$ cat config.mk
export PLATFORM = sky130hd
export DESIGN_NAME = multdiv_sequencer_flat
export DESIGN_NICKNAME = d
export VERILOG_FILES = /design/src/rtl/multdiv_pkg.sv /design/src/rtl/multdiv_sequencer_if.sv /design/src/rtl/multdiv_step_counter.sv /design/src/rtl/multdiv_sequencer.sv /design/src/flat_wrapper.sv
export SDC_FILE = /design/constraint.sdc
export NUM_CORES = 1
export LEC_CHECK = 0
export ABC_AREA = 1
export CAP_MARGIN = 40
export CORE_UTILIZATION = 25
export CTS_CLUSTER_DIAMETER = 80
export DETAILED_ROUTE_END_ITERATION = 16
export SYNTH_ARGS = -nofsm -noshare
export SYNTH_HDL_FRONTEND = slang
export SYNTH_HIERARCHICAL = 1
export SYNTH_SLANG_ARGS = --single-unit
$ cat constraint.sdc
create_clock -name clock -period 5.7 [get_ports clock]
set_clock_uncertainty 0.2 [all_clocks]
set_input_delay 1.71 -clock clock [delete_from_list [all_inputs] [get_ports clock]]
set_output_delay 1.71 -clock clock [all_outputs]
set_load 0.01 [all_outputs]
$ cat src/rtl/multdiv_pkg.sv
// multdiv shared types: FSM encoding and default sizing.
// Imported by the sequencer, its step counter and the port interface users.
package multdiv_pkg;

  typedef enum logic [1:0] {
    IDLE = 2'b00,
    MULT = 2'b01,
    DIV  = 2'b10,
    DONE = 2'b11
  } state_e;

  localparam int DEF_WIDTH = 32;
  localparam int CNT_W     = $clog2(DEF_WIDTH);

endpackage

$ cat src/rtl/multdiv_sequencer_if.sv
// Start/operand/result bundle between execute stage and multdiv unit.
// master = execute stage, slave = multdiv_sequencer.
interface multdiv_sequencer_if #(
  parameter int WIDTH = 32
);

  logic             ctrl_MULT;
  logic             ctrl_DIV;
  logic [WIDTH-1:0] data_operandA;
  logic [WIDTH-1:0] data_operandB;
  logic [WIDTH-1:0] data_result;
  logic             data_exception;
  logic             data_resultRDY;
  logic             busy;

  modport master (
    output ctrl_MULT,
    output ctrl_DIV,
    output data_operandA,
    output data_operandB,
    input  data_result,
    input  data_exception,
    input  data_resultRDY,
    input  busy
  );

  modport slave (
    input  ctrl_MULT,
    input  ctrl_DIV,
    input  data_operandA,
    input  data_operandB,
    output data_result,
    output data_exception,
    output data_resultRDY,
    output busy
  );

endinterface

$ cat src/rtl/multdiv_step_counter.sv
// Step counter for the iterative multdiv datapath.
// Flags the final step; clear wins over enable.
module multdiv_step_counter
  import multdiv_pkg::*;
#(
  parameter int WIDTH = DEF_WIDTH,
  parameter int CW    = CNT_W
) (
  input  logic clock,
  input  logic reset,
  input  logic clr,
  input  logic en,
  output logic term
);

  logic [CW-1:0] cnt;

  always_ff @(posedge clock) begin
    if (reset)
      cnt <= '0;
    else if (clr)
      cnt <= '0;
    else if (en)
      cnt <= cnt + 1'b1;
  end

  assign term = (cnt == CW'(WIDTH - 1));

endmodule

$ cat src/rtl/multdiv_sequencer.sv
// Iterative signed multiply (shift-add) / divide (restoring) unit.
// Works on magnitudes; sign and overflow fixed up on the last step.
module multdiv_sequencer
  import multdiv_pkg::*;
#(
  parameter int WIDTH = DEF_WIDTH
) (
  input logic                clock,
  input logic                reset,
  multdiv_sequencer_if.slave bus
);

  localparam int W = WIDTH;

  state_e state, state_n;

  logic start, stepping, term, finish;

  // hi/lo: product {hi,lo} for multiply, {remainder,quotient} for divide
  logic [W:0]   opd;
  logic [W:0]   hi;
  logic [W-1:0] lo;
  logic         neg;
  logic         bzero;

  logic [W:0]   a_ext, b_ext, a_mag, b_mag;

  logic [W:0]   add_m, sum_m;
  logic [W:0]   m_hi_n;
  logic [W-1:0] m_lo_n;

  logic [W:0]   sh_d;
  logic [W+1:0] diff_d;
  logic         ge_d;
  logic [W:0]   d_hi_n;
  logic [W-1:0] d_lo_n;

  logic [W:0]   hi_n;
  logic [W-1:0] lo_n;

  logic [2*W-1:0] prod, lim;
  logic [W-1:0]   pm, qm;
  logic [W-1:0]   res_n;
  logic           exc_n;

  assign start    = bus.ctrl_MULT | bus.ctrl_DIV;
  assign stepping = (state == MULT) | (state == DIV);
  assign finish   = stepping & term & ~start;

  multdiv_step_counter #(
    .WIDTH (W),
    .CW    ($clog2(W))
  ) u_cnt (
    .clock (clock),
    .reset (reset),
    .clr   (start),
    .en    (stepping),
    .term  (term)
  );

  always_ff @(posedge clock) begin
    if (reset)
      state <= IDLE;
    else
      state <= state_n;
  end

  always_comb begin
    state_n = state;
    priority case (1'b1)
      bus.ctrl_MULT: state_n = MULT;
      bus.ctrl_DIV:  state_n = DIV;
      default: begin
        unique case (state)
          IDLE:     state_n = IDLE;
          MULT,
          DIV:      state_n = term ? DONE : state;
          DONE:     state_n = IDLE;
          default:  state_n = IDLE;
        endcase
      end
    endcase
  end

  always_comb begin
    a_ext = {bus.data_operandA[W-1], bus.data_operandA};
    b_ext = {bus.data_operandB[W-1], bus.data_operandB};
    a_mag = a_ext[W] ? -a_ext : a_ext;
    b_mag = b_ext[W] ? -b_ext : b_ext;
  end

  always_comb begin
    add_m  = lo[0] ? opd : '0;
    sum_m  = hi + add_m;
    m_hi_n = {1'b0, sum_m[W:1]};
    m_lo_n = {sum_m[0], lo[W-1:1]};
  end

  always_comb begin
    sh_d   = {hi[W-1:0], lo[W-1]};
    diff_d = {1'b0, sh_d} - {1'b0, opd};
    ge_d   = ~diff_d[W+1];
    d_hi_n = ge_d ? diff_d[W:0] : sh_d;
    d_lo_n = {lo[W-2:0], ge_d};
  end

  assign hi_n = (state == DIV) ? d_hi_n : m_hi_n;
  assign lo_n = (state == DIV) ? d_lo_n : m_lo_n;

  always_comb begin
    prod  = {m_hi_n[W-1:0], m_lo_n};
    lim   = '0;
    lim[W-1] = 1'b1;
    pm    = m_lo_n;
    qm    = d_lo_n;
    res_n = '0;
    exc_n = 1'b0;
    if (state == DIV) begin
      exc_n = bzero | (~neg & qm[W-1]);
      if (!bzero)
        res_n = neg ? -qm : qm;
    end else begin
      exc_n = neg ? (prod > lim) : (prod >= lim);
      res_n = neg ? -pm : pm;
    end
  end

  always_ff @(posedge clock) begin
    if (reset) begin
      opd                <= '0;
      hi                 <= '0;
      lo                 <= '0;
      neg                <= 1'b0;
      bzero              <= 1'b0;
      bus.data_result    <= '0;
      bus.data_exception <= 1'b0;
    end else if (start) begin
      opd   <= bus.ctrl_MULT ? a_mag : b_mag;
      hi    <= '0;
      lo    <= bus.ctrl_MULT ? b_mag[W-1:0]
                             : a_mag[W-1:0];
      neg   <= bus.data_operandA[W-1]
             ^ bus.data_operandB[W-1];
      bzero <= (bus.data_operandB == '0);
    end else if (stepping) begin
      hi <= hi_n;
      lo <= lo_n;
      if (finish) begin
        bus.data_result    <= res_n;
        bus.data_exception <= exc_n;
      end
    end
  end

  assign bus.data_resultRDY = (state == DONE);
  assign bus.busy           = (state != IDLE);

endmodule
$ cat src/flat_wrapper.sv
// flat-port wrapper written by rule: the top's interface ports become plain ports
module multdiv_sequencer_flat import multdiv_pkg::*;
#(
  parameter int WIDTH = DEF_WIDTH
)
  (clock, reset, bus_ctrl_MULT, bus_ctrl_DIV, bus_data_operandA, bus_data_operandB, bus_data_result, bus_data_exception, bus_data_resultRDY, bus_busy);
  multdiv_sequencer_if #(.WIDTH(WIDTH)) bus_i ();
  input logic clock;
  input logic reset;
  input wire logic [$bits(bus_i.ctrl_MULT)-1:0] bus_ctrl_MULT;
  input wire logic [$bits(bus_i.ctrl_DIV)-1:0] bus_ctrl_DIV;
  input wire logic [$bits(bus_i.data_operandA)-1:0] bus_data_operandA;
  input wire logic [$bits(bus_i.data_operandB)-1:0] bus_data_operandB;
  output wire logic [$bits(bus_i.data_result)-1:0] bus_data_result;
  output wire logic [$bits(bus_i.data_exception)-1:0] bus_data_exception;
  output wire logic [$bits(bus_i.data_resultRDY)-1:0] bus_data_resultRDY;
  output wire logic [$bits(bus_i.busy)-1:0] bus_busy;
  assign bus_i.ctrl_MULT = bus_ctrl_MULT;
  assign bus_i.ctrl_DIV = bus_ctrl_DIV;
  assign bus_i.data_operandA = bus_data_operandA;
  assign bus_i.data_operandB = bus_data_operandB;
  assign bus_data_result = bus_i.data_result;
  assign bus_data_exception = bus_i.data_exception;
  assign bus_data_resultRDY = bus_i.data_resultRDY;
  assign bus_busy = bus_i.busy;
  multdiv_sequencer #(.WIDTH(WIDTH)) u_core (.clock(clock), .reset(reset), .bus(bus_i));
endmodule
==> results_dict.tcl <==
set metrics [dict create \
    status "finished, final reports clean" \
    tritoncts "done" \
    period_share 0.686 \
    routabilityCongestion 0.968 \
    avgRoutedWirePerCell_um 17.5 \
    critPathSlowestCell "clkdlybuf4s50_1" \
    rows 88 \
    clkTransAtPathRegs_ps 70 \
    drc_errors 0 \
    p_per_area_nw_per_um2 202 \
    worst_slew_pin_slew_ps 773 \
    hold_path_class "register to register" \
    diodes 0 \
    cts_resized 0 \
    post_cts_buffers 0 \
    irDropWorstVdd_uv 209 \
    htree_num_levels 4 \
    rsz0062_at_grt "false" \
    timing.final.ws_setup_ps 1790 \
    root_buffer "clkbuf_16" \
    syn_area_um2 14500 \
    clock_path_buffers 2 \
    path_delay_family "simple AND/OR/NAND/NOR gates" \
    finalSetupViolCount 0 \
    holdWs_ps 277 \
    max_stage_delay_ps 480 \
    cp_num_buf_inv 3 \
    cp-end-kind "register" \
    grt_max_degree 60 \
    dpl.hpwl_um 47100 \
    syn_inst 2518 \
    worstSetupPathType "primary input to register" \
    cp_cell_sequence "clkdlybuf4s50_1 > inv_1 > ha_1 > nand3_1 > nor3_2 > nand4_1 > nor2_2 > nand3_2 > nor2_2 > nor2_1 > xor2_1 > a21oi_1 > nand3_1 > nand2_1 > inv_1" \
    fin_nets 2708 \
    n_fill_cell 6487 \
    cts_sinks 140 \
    place_ws_ps 1350 \
    max_freq_mhz 256 \
    leakagePower_uw 0.00815 \
    placed_cell_area_um2 16300 \
    ys.flop_type "dfxtp_1" \
    die_area_um2 59100 \
    p_total_uw 3420 \
    synthTopCellsByArea "dfxtp_1, nand2_1, inv_1, o21ai_0, a21oi_1" \
    fin_tns_setup_ps 0 \
    synth_top_area_share 0.193 \
    worstReg2RegStart "u_core/opd[16]" \
    coreArea_um2 57600 \
    yosysMostFrequentCell "nand2_1" \
    syn_nets 2662 \
    syn_to_final_growth_pct 16.8 \
    synth_seq_cells 140 \
    synth.top_cells.by_count "nand2_1, inv_1, nor2_1, o21ai_0, a21oi_1" \
    first_pass_iters 5 \
    die_h_um 243 \
    avgSynthCellArea_um2 5.78 \
    maxSlewViolCount 0 \
    post_drt_via_cell_ratio 4.94 \
    cts_hold_buf 0 \
    crit_start "bus_data_operandB[0]" \
    start_util 0.253 \
    ant_nets 0 \
    clkLatencyLatePin_ps 450 \
    gr-total-overflow 0 \
    die_w_um 243 \
    drt_iter0_drc 1650 \
    maxSlewHeadroom 0.484 \
    cts_buffers 17 \
    arrival_ps 4060 \
    async_flop_share 0 \
    vias 16500 \
    grt_pass1_wl_um 90300 \
    ios 103 \
    synth-seq-area-share 0.193 \
    grt_pass1_vias 15400 \
    drt-total-wl_um 58500 \
    synth_cell_types 54 \
    hold_violations 0 \
    grt_usage 0.196 \
    io_buffers 102 \
    drive_above_1_share 0.0400 \
    min_from "u_core/opd[32]" \
    cp_max_fo 4 \
    drv_cap 0 \
    required_ps 5850 \
    cp-start-kind "primary input" \
    yosys.area.top_type "dfxtp_1" \
    synth_edf_count 0 \
    finish.instance_area_um2 17000 \
    ys_warn_count 6 \
    layout_min_cycle_time_ps 3910 \
    antenna_found_initial 1 \
]
==> state kept, by name, summed over array words and instances, names as in the netlist <==
signal / count
u_core/hi: 33
u_core/opd: 33
u_core/bus.data_result: 32
u_core/lo: 32
u_core/u_cnt/cnt: 5
u_core/state: 2
u_core/bus.data_exception: 1
u_core/bzero: 1
u_core/neg: 1
==> power breakdown <==
part           switching [uW]  internal, uW  total [uW]
registers                 102          1020        1130
logic                     686           336        1020
clock network             486           790        1280
total                    1270          2150        3420
==> per-layer routing <==
metal	global-route usage	up-vias	wire length [um]
li1	-	8286	-
met3	0.0243	99	3600
met5	0	-	13
met1	0.256	7536	26200
met4	0.0744	2	2040
met2	0.325	572	26700
==> placed cells by master (no fill, tap or decap), types with 8 or more instances in the layout <==
| cell type | count |
|---|---|
| inv_1 | 397 |
| nor2_1 | 230 |
| dfxtp_1 | 140 |
| ha_1 | 73 |
| or2_2 | 8 |
| a31oi_1 | 42 |
| a22oi_1 | 12 |
| o21ai_0 | 198 |
| o211ai_1 | 42 |
| nor2_2 | 9 |
| clkbuf_16 | 17 |
| o21ai_1 | 22 |
| nand2_1 | 633 |
| xor2_1 | 65 |
| nand3_1 | 150 |
| nand4_1 | 37 |
| nor3_1 | 32 |
| clkdlybuf4s50_1 | 101 |
| xnor2_1 | 36 |
| o21bai_1 | 8 |
| buf_4 | 20 |
| a21oi_1 | 187 |
==> per-stage QoR <==
stage,cells,util
2_1_floorplan,2518,-
3_3_place_gp,3309,0.283
3_5_place_dp,3310,0.283
4_1_cts,3342,0.295
5_1_grt,3342,0.295
6_report,3342,0.295
==> final timing paths <==
check                                                   to  slack [ps]  cells after the start
worst min-delay path                        u_core/opd[32]         280                      2
worst max register to register  u_core/bus.data_result[30]        1800                     17
worst min register to register              u_core/opd[32]         280                      2
worst max-delay path                         u_core/lo[24]        1790                     15
==> cells by family after synthesis <==
kind of cell | Yosys count | synth area share
AO/OA/AOI/OAI | 559 | 0.217
XOR/XNOR | 101 | 0.0608
adder cells (fa/ha/maj) | 76 | 0.0664
buffers and inverters | 501 | 0.133
flip-flops | 140 | 0.193
AND/OR/NAND/NOR | 1141 | 0.330
==> tightest hold or removal path, cell delays in order, from the launching register on <==
cell and delay, ps:
dfxtp_1 310, inv_1 80, nor2_1 50
==> final cells by class <==
class	instances	area [um2]	area share
clock buffer	18	439	0.0259
clock inverter	14	216	0.0127
inverter	404	1520	0.0898
multi-input combinational	1877	9830	0.579
sequential	140	2800	0.165
tap	765	957	0.0564
timing repair buffer	124	1210	0.0715
Note: power is estimated with default switching activity, not from simulation.
